$ cat config.mk
export PLATFORM = sky130hd
export DESIGN_NAME = seq_pattern_tx
export DESIGN_NICKNAME = d
export VERILOG_FILES = /design/src/rtl/seq_pattern_tx.sv
export SDC_FILE = /design/constraint.sdc
export NUM_CORES = 1
export LEC_CHECK = 0
export BUFFER_PORTS_ARGS = -buffer_cell sky130_fd_sc_hd__buf_2
export CORE_MARGIN = 2
export CORE_UTILIZATION = 56
export CTS_CLUSTER_DIAMETER = 50
export CTS_CLUSTER_SIZE = 28
export DETAILED_ROUTE_END_ITERATION = 16
export GPL_TIMING_DRIVEN = 0
export PLACE_DENSITY_LB_ADDON = 0.15
export SYNTH_ARGS = -nofsm -noshare
export SYNTH_HDL_FRONTEND = slang
export SYNTH_SLANG_ARGS = --single-unit
export TNS_END_PERCENT = 1
$ cat constraint.sdc
create_clock -name clock -period 1.7 [get_ports clock]
set_input_delay 0.255 -clock clock [delete_from_list [all_inputs] [get_ports clock]]
set_output_delay 0.255 -clock clock [all_outputs]
set_load 0.01 [all_outputs]
$ cat src/rtl/seq_pattern_tx.sv
// seq_pattern_tx: bit-serial pattern transmitter.
// Captures a WIDTH-bit pattern and a repeat count over a valid/ready handshake,
// then sends the pattern MSB-first, one bit per clock, with GAP idle cycles
// between repetitions.
//
// Optional feature macro: SEQ_PATTERN_TX_PARITY_EN
//   When defined, each frame is followed by one even-parity bit (XOR of the
//   captured pattern) with out_valid=1.
//
// Ports:
//   clock         system clock, rising edge
//   reset         synchronous, active-high reset
//   load_valid    load request
//   load_ready    load accepted when high (idle only)
//   load_pattern  pattern to send, MSB first
//   load_count    number of frames, 0 treated as 1
//   out           registered serial data bit
//   out_valid     out carries a pattern (or parity) bit
//   busy          high from acceptance until the last bit has been sent
//   done          one-cycle pulse after the final bit of the final frame
module seq_pattern_tx #(
   parameter int unsigned      WIDTH           = 5,
   parameter logic [WIDTH-1:0] DEFAULT_PATTERN = 5'b10110,
   parameter int unsigned      GAP             = 1,
   parameter int unsigned      CNT_W           = 4
) (
   input  logic             clock,
   input  logic             reset,
   input  logic             load_valid,
   output logic             load_ready,
   input  logic [WIDTH-1:0] load_pattern,
   input  logic [CNT_W-1:0] load_count,
   output logic             out,
   output logic             out_valid,
   output logic             busy,
   output logic             done
);

   localparam int unsigned BIT_W = $clog2(WIDTH + 1);
   localparam int unsigned GAP_W = (GAP > 0) ? $clog2(GAP + 1) : 1;

   typedef enum logic [1:0] {
      StIdle   = 2'd0,
      StShift  = 2'd1,
`ifdef SEQ_PATTERN_TX_PARITY_EN
      StGap    = 2'd2,
      StParity = 2'd3
`else
      StGap    = 2'd2
`endif
   } state_e;

   state_e           state_q;
   logic [WIDTH-1:0] shreg_q;  // bits still to send in the current frame, MSB next
   logic [WIDTH-1:0] pat_q;    // captured pattern, reloaded for each repetition
   logic [CNT_W-1:0] cnt_q;    // captured frame count (at least 1)
   logic [CNT_W-1:0] rep_q;    // frames started so far, saturates at cnt_q
   logic [BIT_W-1:0] bit_q;    // bits of the current frame already presented
   logic [GAP_W-1:0] gap_q;    // gap cycle currently presented

   logic eof;      // the last bit of a frame is on out this cycle
   logic more;     // further repetitions remain
   logic restart;  // next edge starts a new frame at the MSB

`ifdef SEQ_PATTERN_TX_PARITY_EN
   assign eof = (state_q == StParity);
`else
   assign eof = (state_q == StShift) && (bit_q == BIT_W'(WIDTH));
`endif
   assign more    = (rep_q < cnt_q);
   assign restart = (eof && more && (GAP == 0)) ||
                    ((state_q == StGap) && (gap_q == GAP_W'(GAP)));

   always_ff @(posedge clock) begin
      if (reset) begin
         state_q    <= StIdle;
         shreg_q    <= DEFAULT_PATTERN;
         pat_q      <= DEFAULT_PATTERN;
         cnt_q      <= '0;
         rep_q      <= '0;
         bit_q      <= '0;
         gap_q      <= '0;
         out        <= 1'b0;
         out_valid  <= 1'b0;
         busy       <= 1'b0;
         done       <= 1'b0;
         load_ready <= 1'b1;
      end else begin
         done <= 1'b0;
         unique case (state_q)
            StIdle: begin
               if (load_valid) begin
                  state_q    <= StShift;
                  pat_q      <= load_pattern;
                  shreg_q    <= load_pattern << 1;
                  cnt_q      <= (load_count == '0) ? CNT_W'(1) : load_count;
                  rep_q      <= CNT_W'(1);
                  bit_q      <= BIT_W'(1);
                  gap_q      <= '0;
                  out        <= load_pattern[WIDTH-1];
                  out_valid  <= 1'b1;
                  busy       <= 1'b1;
                  load_ready <= 1'b0;
               end
            end
            default: begin
               if (restart) begin
                  state_q   <= StShift;
                  shreg_q   <= pat_q << 1;
                  bit_q     <= BIT_W'(1);
                  rep_q     <= rep_q + CNT_W'(1);
                  out       <= pat_q[WIDTH-1];
                  out_valid <= 1'b1;
               end else if (eof && more) begin
                  state_q   <= StGap;
                  gap_q     <= GAP_W'(1);
                  out       <= 1'b0;
                  out_valid <= 1'b0;
               end else if (eof) begin
                  state_q    <= StIdle;
                  out        <= 1'b0;
                  out_valid  <= 1'b0;
                  busy       <= 1'b0;
                  load_ready <= 1'b1;
                  done       <= 1'b1;
               end else if (state_q == StGap) begin
                  gap_q <= gap_q + GAP_W'(1);
               end else if (state_q == StShift) begin
                  if (bit_q != BIT_W'(WIDTH)) begin
                     out     <= shreg_q[WIDTH-1];
                     shreg_q <= shreg_q << 1;
                     bit_q   <= bit_q + BIT_W'(1);
                  end
`ifdef SEQ_PATTERN_TX_PARITY_EN
                  else begin
                     // even parity: XOR of all captured pattern bits
                     state_q <= StParity;
                     out     <= ^pat_q;
                  end
`endif
               end
            end
         endcase
      end
   end

endmodule

After elaboration in Yosys (flattened, before gate mapping) --
Index checks and enable logic that the tools add are counted.
Storage, ports and cells: register bits after elaboration 29, bits of input ports 12
Operators by class: add/subtract/negate cells 3, order comparisons 1, eq/ne operators 12, muxes and demuxes 52, reduce and logical (&&, ||, !) cells 21
Operators by type and width (number):
- 5-bit two-way mux | 8
- 1-bit two-way mux | 27
- 3-bit two-way mux | 8
- 4-bit two-way mux | 4
- 4-bit AND reduction | 3
- 2-bit two-way mux | 5
- 5-bit nonzero test | 2
- 3-bit nonzero test | 3
- 3-bit by 1-bit != test with 1-bit output, second input constant | 2
- 3-bit by 2-bit != test with 1-bit output, second input constant | 2
- 2-bit AND reduction | 3
- 6-bit AND reduction | 1
- 5-bit by 4-bit != test with 1-bit output, second input constant | 1
- 4-bit by 1-bit adder with 4-bit output, second input constant | 1
- 4-bit zero test | 1
- 4-bit < comparator | 1
- 2-bit by 1-bit != test with 1-bit output, second input constant | 2
- 2-bit nonzero test | 2
- 4-bit nonzero test | 1
- 4-bit OR reduction | 1
- 3-bit by 1-bit adder with 3-bit output, second input constant | 1
- 3-bit == test, second input constant | 1
- 1-bit logical AND | 3
- 3-bit != test, second input constant | 1
- 5 further kinds | 5

Longest topological paths before layout --
Gate-level depths: netlist (run 1).
depth in word-level cells 8, depth in mapped cells 6, mapped depth without buffers 6

Worst setup path before layout (run 1) --
Ideal clock, no wire load.
kind reg2reg, start point reg bit_q[1], end point reg bit_q[1], library setup time 103 ps, data arrival time 1444 ps, path slack 153 ps, stages on the path, launching flop included 7, path buffers 0, clock period less this slack 1547 ps, cells stage by stage dfxtp_1 > inv_1 > ha_1 > and3_4 > o31ai_4 > nor2_2 > a2111oi_2
Between the ends: cells in the longest elaborated chain, start to end 8, elaborated cells between the ends (all ways) 16
Ends and longest elaborated chain:
- from (decl) | line 58 | logic [BIT_W-1:0] bit_q;
- from (signal assigned) | line 132 | bit_q <= bit_q + BIT_W'(1);
- 3-bit by 1-bit adder with 3-bit output | line 132
- 3-bit two-way mux | line 129 | if (bit_q != BIT_W'(WIDTH)) begin
- 3-bit two-way mux | line 128 | end else if (state_q == StShift) begin
- 3-bit two-way mux | line 126 | end else if (state_q == StGap) begin
- 3-bit two-way mux | line 119 | end else if (eof) begin
- 3-bit two-way mux | line 114 | end else if (eof && more) begin
- 3-bit two-way mux | line 107 | if (restart) begin
- 3-bit two-way mux | line 90 | unique case (state_q)
Parallel ways exist; a longest one is shown, timed or not. The select of a mux whose other input is x is not followed. A chain may end at the register's enable or synchronous reset.

Final worst setup path (run 1) --
start point reg cnt_q[2], end point reg gap_q
Between the ends: cells in the longest elaborated chain, start to end 5, elaborated cells between the ends (all ways) 8
Ends and longest elaborated chain:
- from (decl) | line 56 | logic [CNT_W-1:0] cnt_q;
- from (signal assigned) | line 96 | cnt_q <= (load_count == '0) ? CNT_W'(1) : load_count;
- 4-bit < comparator * | line 70 | assign more = (rep_q < cnt_q);
- 1-bit logical AND * | line 114
- 1-bit two-way mux | line 114
- 1-bit two-way mux | line 107
- 1-bit two-way mux | line 90
- to (signal assigned) | line 127 | gap_q <= gap_q + GAP_W'(1);
- to (decl) | line 59 | logic [GAP_W-1:0] gap_q;
Mark *: on every way between the ends. The rest lies on a longest branch, timed or not. The select of a mux whose other input is x is not followed.

==> results of run 1 <==
-- path summary, 6_finish.rpt --
| path | from | endpoint | slack (ns) | depth (start not counted) |
|---|---|---|---|---|
| worst max register to register | cnt_q[2]$_SDFFE_PP0P_ | gap_q$_SDFFE_PP0P_ | 0.10 | 6 |
| worst max-delay path | cnt_q[2]$_SDFFE_PP0P_ | gap_q$_SDFFE_PP0P_ | 0.10 | 6 |
| worst min register to register | cnt_q[1]$_SDFFE_PP0P_ | cnt_q[1]$_SDFFE_PP0P_ | 0.46 | 2 |
| worst min-delay path | load_count[1] | cnt_q[1]$_SDFFE_PP0P_ | 0.16 | 3 |
-- cells in the final DEF (no fill, tap or decap), drive strengths merged, types with 2 or more instances in the layout --
cell	instances
nand3	3
o21ai	10
nor2	14
inv	6
clkbuf	7
nor3	9
xnor2	2
a31oi	3
xor2	2
buf	24
nand2b	2
nor2b	5
and3	2
nand2	23
dfxtp	27
a221oi	3
a21oi	13
ha	6
-- worst max-delay path, cell delays in order (launching register included) --
cell and delay (ns):
dfxtp_2 0.35, inv_1 0.04, ha_1 0.29, a21oi_1 0.13, o21ai_0 0.13, a211o_1 0.35, a221oi_1 0.23
-- layout make-up --
class                           count  area, um2
Buffer                              9       43.8
Sequential cell                    27        543
Tap cell                           28       35.0
Fill cell                         206        737
Inverter                            6       22.5
Multi-Input combinational cell    116        709
Clock buffer                        4       26.3
Timing Repair Buffer               18       95.1
-- cells by family after synthesis --
group                    count (synthesis)  share of synthesized area (%)
AO/OA/AOI/OAI                           39                           19.8
XOR/XNOR                                 4                           2.67
adder cells (fa/ha/maj)                  6                           5.71
buffers and inverters                   15                           5.05
flip-flops                              27                           41.1
multiplexers                             2                           1.62
AND/OR/NAND/NOR                         65                           24.0
-- state kept, by name, indices dropped and copies added (netlist names) --
| name | count |
|---|---|
| pat_q | 5 |
| cnt_q | 4 |
| rep_q | 4 |
| shreg_q | 4 |
| bit_q | 3 |
| state_q | 2 |
| busy | 1 |
| done | 1 |
| gap_q | 1 |
| load_ready | 1 |
| out | 1 |
-- per-layer routing --
layer / global-route usage (%) / share of wire [%]
met2: 40.4 / 48
met3: 3.43 / 4.0
met1: 30.5 / 48
met5: 0 / 0
met4: 7.69 / 0.60
-- synthesized netlist by cell type (2+ instances only) --
| cell type | n | share of area, % |
|---|---|---|
| nand2b_1 | 2 | 0.95 |
| a21oi_1 | 13 | 5.0 |
| o21ai_0 | 10 | 3.8 |
| a221oi_1 | 3 | 2.0 |
| inv_1 | 6 | 1.7 |
| dfxtp_1 | 27 | 41 |
| nor3_1 | 9 | 3.4 |
| a31oi_1 | 3 | 1.4 |
| buf_2 | 5 | 1.9 |
| nand3_1 | 3 | 1.1 |
| xor2_1 | 2 | 1.3 |
| nor2b_1 | 5 | 2.4 |
| nand2_1 | 23 | 6.6 |
| ha_1 | 6 | 5.7 |
| xnor2_1 | 2 | 1.3 |
| clkbuf_1 | 3 | 0.86 |
| nor2_1 | 13 | 3.7 |
-- power by group --
group | total (mW) | internal (mW) | leakage, nW | switching, mW
Sequential | 0.707 | 0.677 | 0.223 | 0.0299
Clock | 0.274 | 0.0918 | 0.0150 | 0.182
Combinational | 0.198 | 0.0897 | 0.377 | 0.109
Total | 1.18 | 0.858 | 0.616 | 0.321
-- what timing repair did --
item / 4_1_cts / 5_1_grt
pin swaps: 1 / 0
gates resized for setup: 0 / 3
cloned: 0 / 0
buffers inserted: 2 / 0
endpoints found under the setup margin: 3 / 5
==> results.md, run 1 <==
* Total track usage at 23.7%
* FP Rows at 17
* Final setup TNS at 0 ns
* Initial Utilization at 59.4%
* PortBufs at 16
* Worst hold path type: input pin to register
* Lkg Pwr at 0.616 nW
* Seq/Total Area, Yosys at 41.1%
* Nets@finish at 199
* Synth warn at 0
* Wire per inst at 13.5 um
* Number of max-cap violations at 0
* Syn Nets at about 180
* Ys flop type: dfxtp_1
* Ports at 17
* Die Ht at 52.4 um
* GPL Wtd Cong at 0.806
* CTS tree: yes
* Min Tclk post-route at 1.60 ns
* Cell Area, Synth at 1310 um2
* Post-Place Setup Slack at -0.0224 ns
* Pwr Density at 800 nW/um2
* Core box area at 2210 um2
* Yosys reg bits at 27
* Via Count at 1,165
* Reg clk slew, reported paths at 0.14 ns
* # placed instances at 202
* Achievable Freq at 627 MHz
* Placed inst area at 1430 um2
* Post-route insts no fill at 208
* H-tree depth at 1
* Antenna Violating Nets Remaining at 0
* Fin. Hold Viols at 0
* Antenna fix cells at 0
* Crit Path Max Fanout at 2
* Clock buffer depth at 2
* RSZ-0062 raised after global routing: false
* Detailed Place HPWL at 2120 um
* Avg Cell Area, Syn at between 8 and 9 um2
* Die X at 52.4 um
* Share of cells above drive strength 1 at approximately 21%
* Fin crit share at 93.8%
* Overflow after GRT at 0
* Element type at the critical path start: register
* Utilization after layout at about 67%
* Largest net degree at the start of global routing at 15
* WP data arrival at 1.83 ns
* P&R area growth vs syn at 12.3%
* Setup Skew at 0.00260 ns
* Final WL at 2810 um
* Ys async rst share at 0%
* Post-synthesis cell type count at 40
* Setup violations, final at 0
* DRC at 0
* CTS root buf: clkbuf_4
* Die area at about 2700 um2
* Initial DRC Count at 32
* Worst-margin pin slew at 0.485 ns
* First-pass GRT wire length at 4750 um
* CP Class: register to register
* Outcome: finished clean
* Vias in the first global route at 1,089
* Worst skew pair latency at 0.32 ns
* # hold bufs at CTS at 0
* Min setup slack post-route at roughly 0.10 ns
* Critical Path RT at 1.94 ns
* Max VDD drop at 0.000530 V
* Syn Inst Count at 158
* DRT Pass-1 Iters at 4
* Slew Viols, Final at 0
* Number of buffers created by CTS at 3
* Worst hold margin at 0.164 ns
* Rel. slew slack at 67.7%
* Clk sink count at 27
* Post-synth EDFFs at 0
* Design Area, Final at 1480 um2
* Power Total at between 1 and 1.5 mW
* Initial antenna violation count at 0
* Crit. End Element: register
* Via density at 5.60
No activity file was read; power rests on OpenSTA's default activity.
==> run 2, diff against run 1 <==
- ABC_AREA: unset -> 1
- CORE_UTILIZATION: 56 -> 55
==> run 2 against run 1 <==
Sequential power shrank 1%. Highest routed layer unchanged. Via count down 1.5%. Largest cell class unchanged. First-iteration DRC count fell by 50%. Critical endpoint is now shreg_q[3]$_SDFFE_PP0P_. Register-to-register slack better by 0.20 ns. Power is 1.5% lower.
==> results.md, run 2 <==
* Syn Inst Count at 173 (was 158)
* Clk sink count at 27 (unchanged)
* Post-cts resize count at 0 (unchanged)
* Fin. Hold Viols at 0 (unchanged)
* Ports at 17 (unchanged)
* Max VDD drop at 0.000591 V (was 0.000530 V)
* Initial antenna violation count at 0 (unchanged)
* Slew Viols, Final at 0 (unchanged)
* Post-Place Setup Slack at 0.330 ns (was -0.0224 ns)
* Die Ht at 52.2 um (was 52.4 um)
* FP Rows at 17 (unchanged)
* Worst-margin pin slew at 0.507 ns (was 0.485 ns)
* Yosys reg bits at 27 (unchanged)
* RSZ-0062 raised after global routing: false (unchanged)
* Min setup slack post-route at 0.301 ns (was 0.105 ns)
* Nets@finish at 212 (was 199)
* Final WL at 2590 um (was 2810 um)
* CTS tree: yes (unchanged)
* Post-synth EDFFs at 0 (unchanged)
* Avg Cell Area, Syn at 7.40 um2 (was 8.31 um2)
* Top delay family on crit path: simple AND/OR/NAND/NOR gates (was compound AO/OA/AOI/OAI gates)
* DRT Pass-1 Iters at 4 (unchanged)
* Number of buffers created by CTS at 3 (unchanged)
* WP data arrival at 1.64 ns (was 1.83 ns)
* Outcome: finished clean (unchanged)
* Via density at 5.19 (was 5.60)
* Reg clk slew, reported paths at 0.14 ns (about the same)
* Setup violations, final at 0 (unchanged)
* Die area at 2730 um2 (was 2750 um2)
* Synth top area cells: dfxtp_1, nand2_1, inv_1, ha_1, a21oi_1 (was dfxtp_1, nand2_1, ha_1, a21oi_1, o21ai_0)
* Via Count at 1,147 (was 1,165)
* Die X at 52.2 um (was 52.4 um)
* Post-CTS setup buffers at 0 (was 2)
* FILL cells at 206 (unchanged)
* DRC at 0 (unchanged)
* WP buf/inv at 3 (was 1)
* Achievable Freq at 715 MHz (was 627 MHz)
* Initial Utilization at 57.9% (was 59.4%)
* Post-synth top cells: nand2_1, dfxtp_1, inv_1 (was dfxtp_1, nand2_1, a21oi_1, nor2_1, o21ai_0)
* Vias in the first global route at 1,104 (was 1,089)
* Synth warn at 0 (unchanged)
* Slowest cell on the critical path: dfxtp_1 (was dfxtp_2)
* Rel. slew slack at 66.2% (was 67.7%)
* PortBufs at 16 (unchanged)
* CP Class: register to register (unchanged)
* Detailed Place HPWL at 2020 um (was 2120 um)
* CTS root buf: clkbuf_4 (unchanged)
* Antenna fix cells at 0 (unchanged)
* Most instantiated library cell after synthesis: nand2_1 (was dfxtp_1)
* Setup Skew at 0.00177 ns (was 0.00260 ns)
* Critical Path RT at 1.94 ns (about the same)
* Crit Path Max Fanout at 9 (was 2)
* Seq/Total Area, Yosys at 42.2% (was 41.1%)
* Share of cells above drive strength 1 at 15.5% (was 20.6%)
* First-pass GRT wire length at 4460 um (was 4750 um)
* Initial DRC Count at 16 (was 32)
* Element type at the critical path start: register (unchanged)
* Max FFs per register at 5 (unchanged)
* Biggest register: pat_q (unchanged)
* Area share of the largest cell type after synthesis at 42.2% (was 41.1%)
* Yosys top cell by area: dfxtp_1 (unchanged)
* Cell Area, Synth at 1280 um2 (was 1310 um2)
* # hold bufs at CTS at 0 (unchanged)
* Core box area at 2210 um2 (unchanged)
* Final setup TNS at 0 ns (unchanged)
* Wire per inst at 11.7 um (was 13.5 um)
* GPL Wtd Cong at 0.808 (was 0.806)
* R2R Setup Slk at 0.30 ns (was 0.10 ns)
* H-tree depth at 1 (unchanged)
* Commonest non-fill, non-tap cell in the layout: nand2_1 (was dfxtp_1)
* Total track usage at 22.0% (was 23.7%)
* Min Tclk post-route at 1.40 ns (was 1.60 ns)
* P&R area growth vs syn at 11.0% (was 12.3%)
* Worst hold path type: input pin to register (unchanged)
* Clock buffer depth at 2 (unchanged)
* Ys flop type: dfxtp_1 (unchanged)
* Pwr Density at 817 nW/um2 (was 800 nW/um2)
* Commonest cells after routing, fill and taps aside: nand2_1, dfxtp_1, inv_1 (was dfxtp_1, nand2_1, buf_2)
* Syn Nets at 191 (was 176)
* Critical path, cell by cell: inv_1 -> ha_1 -> nand4_2 -> inv_2 -> nor2_8 -> inv_4 -> nor2_1 -> nor2_1 (was inv_1 -> ha_1 -> a21oi_1 -> o21ai_0 -> a211o_1 -> a221oi_1)
* Overflow after GRT at 0 (unchanged)
* Worst path most repeated cell: nor2_1
* Fin crit share at 82.3% (was 93.8%)
* Crit. End Element: register (unchanged)
* Ys async rst share at 0% (unchanged)
* Number of max-cap violations at 0 (unchanged)
* Crit-path max cell delay at 0.39 ns (was 0.35 ns)
* Largest net degree at the start of global routing at 15 (unchanged)
* Lkg Pwr at 0.715 nW (was 0.616 nW)
* Worst skew pair latency at 0.32 ns (about the same)
* Antenna Violating Nets Remaining at 0 (unchanged)
* Post-synthesis cell type count at 26 (was 40)
-- run 2: cell count changes in the layout (fill, tap and decap cells not counted), sizes merged, moves of 3 or more --
cell,change
nor3,-5
nor2b,-5
buf,-6
a31oi,-3
inv,+17
a221oi,-3
nand2,+32
nand3,+9
-- run 2: cells by family (layout without fill, tap and decap cells) --
kind of cell,Yosys count,in the layout,share of synthesized area [%]
adder cells (fa/ha/maj),6,6,5.86
AND/OR/NAND/NOR,85,85,31.0
AO/OA/AOI/OAI,29,29,12.9
flip-flops,27,27,42.2
buffers and inverters,26,46,8.02
-- run 2: cell type report --
class                      count  area, um2  area share [%]
buffer                         3       13.8           0.968
multi-input combinational    120        637            44.8
clock buffer                   4       26.3            1.85
sequential                    27        541            38.0
inverter                      23       88.8            6.25
tap                           28       35.0            2.46
timing repair buffer          16       80.1            5.63
-- run 2: routing by layer --
metal  up-vias  global-route usage [%]  part of all wire, %
met5         -                       0                    0
met4         0                    12.4                  2.4
met3         7                    2.86                  2.7
met2        19                    37.6                   47
met1       528                    26.7                   48
li1        593                       -                    -
-- run 2: worst paths after layout --
| path | from | endpoint | depth (start not counted) |
|---|---|---|---|
| worst max register to register | bit_q[1]$_SDFFE_PP0P_ | shreg_q[3]$_SDFFE_PP0P_ | 8 |
| worst max-delay path | bit_q[1]$_SDFFE_PP0P_ | shreg_q[3]$_SDFFE_PP0P_ | 8 |
| worst min-delay path | load_pattern[3] | pat_q[3]$_SDFFE_PP0P_ | 3 |
| worst min register to register | busy$_SDFFE_PP0P_ | busy$_SDFFE_PP0P_ | 2 |
-- run 2: through the flow --
| stage | cells | power [mW] | utilization [%] | instance area (um2) | hold WS (ns) |
|---|---|---|---|---|---|
| after floorplan | 173 | 0.839 | - | 1280 | 0.398 |
| after global placement | 217 | 0.887 | 63.1 | 1400 | 0.439 |
| after detailed placement | 217 | 0.897 | 63.1 | 1400 | 0.450 |
| after CTS | 221 | 1.17 | 64.3 | 1420 | 0.173 |
| after global routing | 221 | 1.21 | 64.3 | 1420 | 0.192 |
| final | 221 | 1.16 | 64.3 | 1420 | 0.176 |
-- run 2: power by group --
group | total (mW) | leakage [nW] | internal [mW] | switching, mW
Sequential | 0.697 | 0.223 | 0.674 | 0.0233
Combinational | 0.186 | 0.477 | 0.0700 | 0.116
Clock | 0.278 | 0.0150 | 0.0920 | 0.186
Total | 1.16 | 0.715 | 0.836 | 0.326
-- run 2: worst min-delay path, stage by stage --
cell and delay, ns:
buf_2 0.10, nand2_1 0.06, a21oi_1 0.05
==> run 3, diff against run 2 <==
- CORE_UTILIZATION: 55 -> 50
- clock period: 1.7 -> 1.2 ns (I/O delays scaled with it)
==> run 3 against run 2 <==
Register-to-register slack got worse by 0.33 ns. Via count up 2.7%. Critical path depth unchanged. Maximum frequency rose by 14%. Combinational power grew 75%. Sequential share of layout area decreased by 3.0 points. Final area increased by 12%. The flow now finishes with violations (negative setup slack). Core utilization up 0.73 points. Clock skew increased by 0.0060 ns. Sequential power increased by 42%. Routed wire length is 7.9% higher. Largest power group unchanged.
==> results.md, run 3 (synthesis results as in run 2) <==
* CTS tree: yes (unchanged)
* Initial DRC Count at 13 (was 16)
* Worst hold margin at 0.106 ns (was 0.176 ns)
* First-pass GRT wire length at 4460 um (unchanged)
* Antenna fix cells at 0 (unchanged)
* Vias in the first global route at 1,027 (was 1,104)
* Number of buffers created by CTS at 3 (unchanged)
* Utilization after layout at 65.0% (was 64.3%)
* Post-Place Setup Slack at -0.157 ns (was 0.330 ns)
* H-tree depth at 1 (unchanged)
* WP data arrival at 1.48 ns (was 1.64 ns)
* Fin. Hold Viols at 0 (unchanged)
* Pwr Density at 1070 nW/um2 (was 817 nW/um2)
* DRT Pass-1 Iters at 4 (unchanged)
* Via density at 5.14 (was 5.19)
* # placed instances at 219 (was 217)
* Crit Path Max Fanout at 5 (was 9)
* Element type at the critical path start: register (unchanged)
* Achievable Freq at 814 MHz (was 715 MHz)
* Reg clk slew, reported paths at 0.13 ns (was 0.14 ns)
* CP Class: register to register (unchanged)
* DRC at 0 (unchanged)
* PortBufs at 16 (unchanged)
* Lkg Pwr at 0.738 nW (was 0.715 nW)
* Core box area at 2450 um2 (was 2210 um2)
* Setup violations, final at 4 (was 0)
* # hold bufs at CTS at 0 (unchanged)
* R2R Setup Slk at -0.03 ns (was 0.30 ns)
* Worst-margin pin slew at 0.472 ns (was 0.507 ns)
* Worst skew pair latency at 0.32 ns (about the same)
* Nets@finish at 218 (was 212)
* Via Count at 1,178 (was 1,147)
* Overflow after GRT at 0 (unchanged)
* Biggest register: pat_q (unchanged)
* Detailed Place HPWL at 1940 um (was 2020 um)
* Total track usage at 20.9% (was 22.0%)
* Outcome: finished, violations left (was finished clean)
* Number of max-cap violations at 0 (unchanged)
* Wire per inst at 12.2 um (was 11.7 um)
* RSZ-0062 raised after global routing: true (was false)
* CTS root buf: clkbuf_4 (unchanged)
* Min setup slack post-route at -0.0279 ns (was 0.301 ns)
* Largest net degree at the start of global routing at 15 (unchanged)
* Die Ht at 54.6 um (was 52.2 um)
* Final setup TNS at -0.0768 ns (was 0 ns)
* Commonest non-fill, non-tap cell in the layout: nand2_1 (unchanged)
* GPL Wtd Cong at 0.825 (was 0.808)
* Ports at 17 (unchanged)
* FP Rows at 18 (was 17)
* Post-route insts no fill at 229 (was 221)
* Antenna Violating Nets Remaining at 0 (unchanged)
* Die X at 54.6 um (was 52.2 um)
* Max VDD drop at 0.000845 V (was 0.000591 V)
* Design Area, Final at 1600 um2 (was 1420 um2)
* Slew Viols, Final at 0 (unchanged)
* Fin crit share at 102% (was 82.3%)
* Share of cells above drive strength 1 at 33.7% (was 15.5%)
* Max FFs per register at 5 (unchanged)
* Crit. End Element: register (unchanged)
* Setup Skew at 0.00779 ns (was 0.00177 ns)
* Commonest cells after routing, fill and taps aside: nand2_1, buf_2, dfxtp_1 (was nand2_1, dfxtp_1, inv_1)
* Clock buffer depth at 2 (unchanged)
* Rel. slew slack at 68.6% (was 66.2%)
* Final WL at 2800 um (was 2590 um)
* Power Total at 1.70 mW (was 1.16 mW)
* Clk sink count at 27 (unchanged)
* P&R area growth vs syn at 24.6% (was 11.0%)
* Initial Utilization at 52.1% (was 57.9%)
* Worst hold path type: input pin to register (unchanged)
* Failing checks: negative setup slack
* Critical Path RT at 1.45 ns (was 1.94 ns)
* Placed inst area at 1400 um2 (about the same)
* Initial antenna violation count at 0 (unchanged)
* Die area at 2980 um2 (was 2730 um2)
* Min Tclk post-route at 1.23 ns (was 1.40 ns)
[run 3: cell count changes in the layout (fill, tap and decap cells not counted), moves of 5 or more]
cell,delta
nand2_2,+6
inv_1,-6
dfxtp_2,+6
dfxtp_1,-9
nand2_1,-8
buf_4,+5
[run 3: worst paths after layout]
path	to	from	depth (start not counted)
setup reg to reg	state_q[1]$_SDFFE_PP0P_	cnt_q[3]$_SDFFE_PP0P_	8
setup / recovery	state_q[1]$_SDFFE_PP0P_	cnt_q[3]$_SDFFE_PP0P_	8
hold reg to reg	cnt_q[2]$_SDFFE_PP0P_	cnt_q[2]$_SDFFE_PP0P_	2
hold / removal	pat_q[3]$_SDFFE_PP0P_	load_pattern[3]	3
[run 3: layout make-up]
class | count | area [um2]
Clock buffer | 4 | 26.3
Fill cell | 228 | 860
Timing Repair Buffer | 21 | 118
Tap cell | 30 | 37.5
Sequential cell | 27 | 559
Inverter | 23 | 93.8
Multi-Input combinational cell | 121 | 747
Buffer | 3 | 13.8
[run 3: worst max-delay path, cell delays in order, from the launching register on]
cell,delay [ns]
dfxtp_2,0.34
inv_2,0.04
ha_4,0.23
nand2_2,0.05
nand2_2,0.05
nor2_2,0.10
nand2_2,0.09
buf_4,0.14
a21oi_1,0.10
[run 3: layer usage]
metal / global-route usage (%) / part of all wire (%)
met1: 28.4 / 47
met2: 34.5 / 48
met3: 2.46 / 3.8
met4: 6.25 / 0.89
met5: 0 / 0
[run 3: power by group]
part | total [mW] | internal (mW) | switching, mW
clock | 0.387 | 0.130 | 0.257
sequential | 0.993 | 0.955 | 0.0379
combinational | 0.325 | 0.135 | 0.190
total | 1.70 | 1.22 | 0.484
[run 3: repair_timing]
item,4_1_cts,5_1_grt
pin swaps,6,12
resized for setup,17,23
setup buffers,3,2
gates cloned,1,0
setup endpoints to repair,25,16
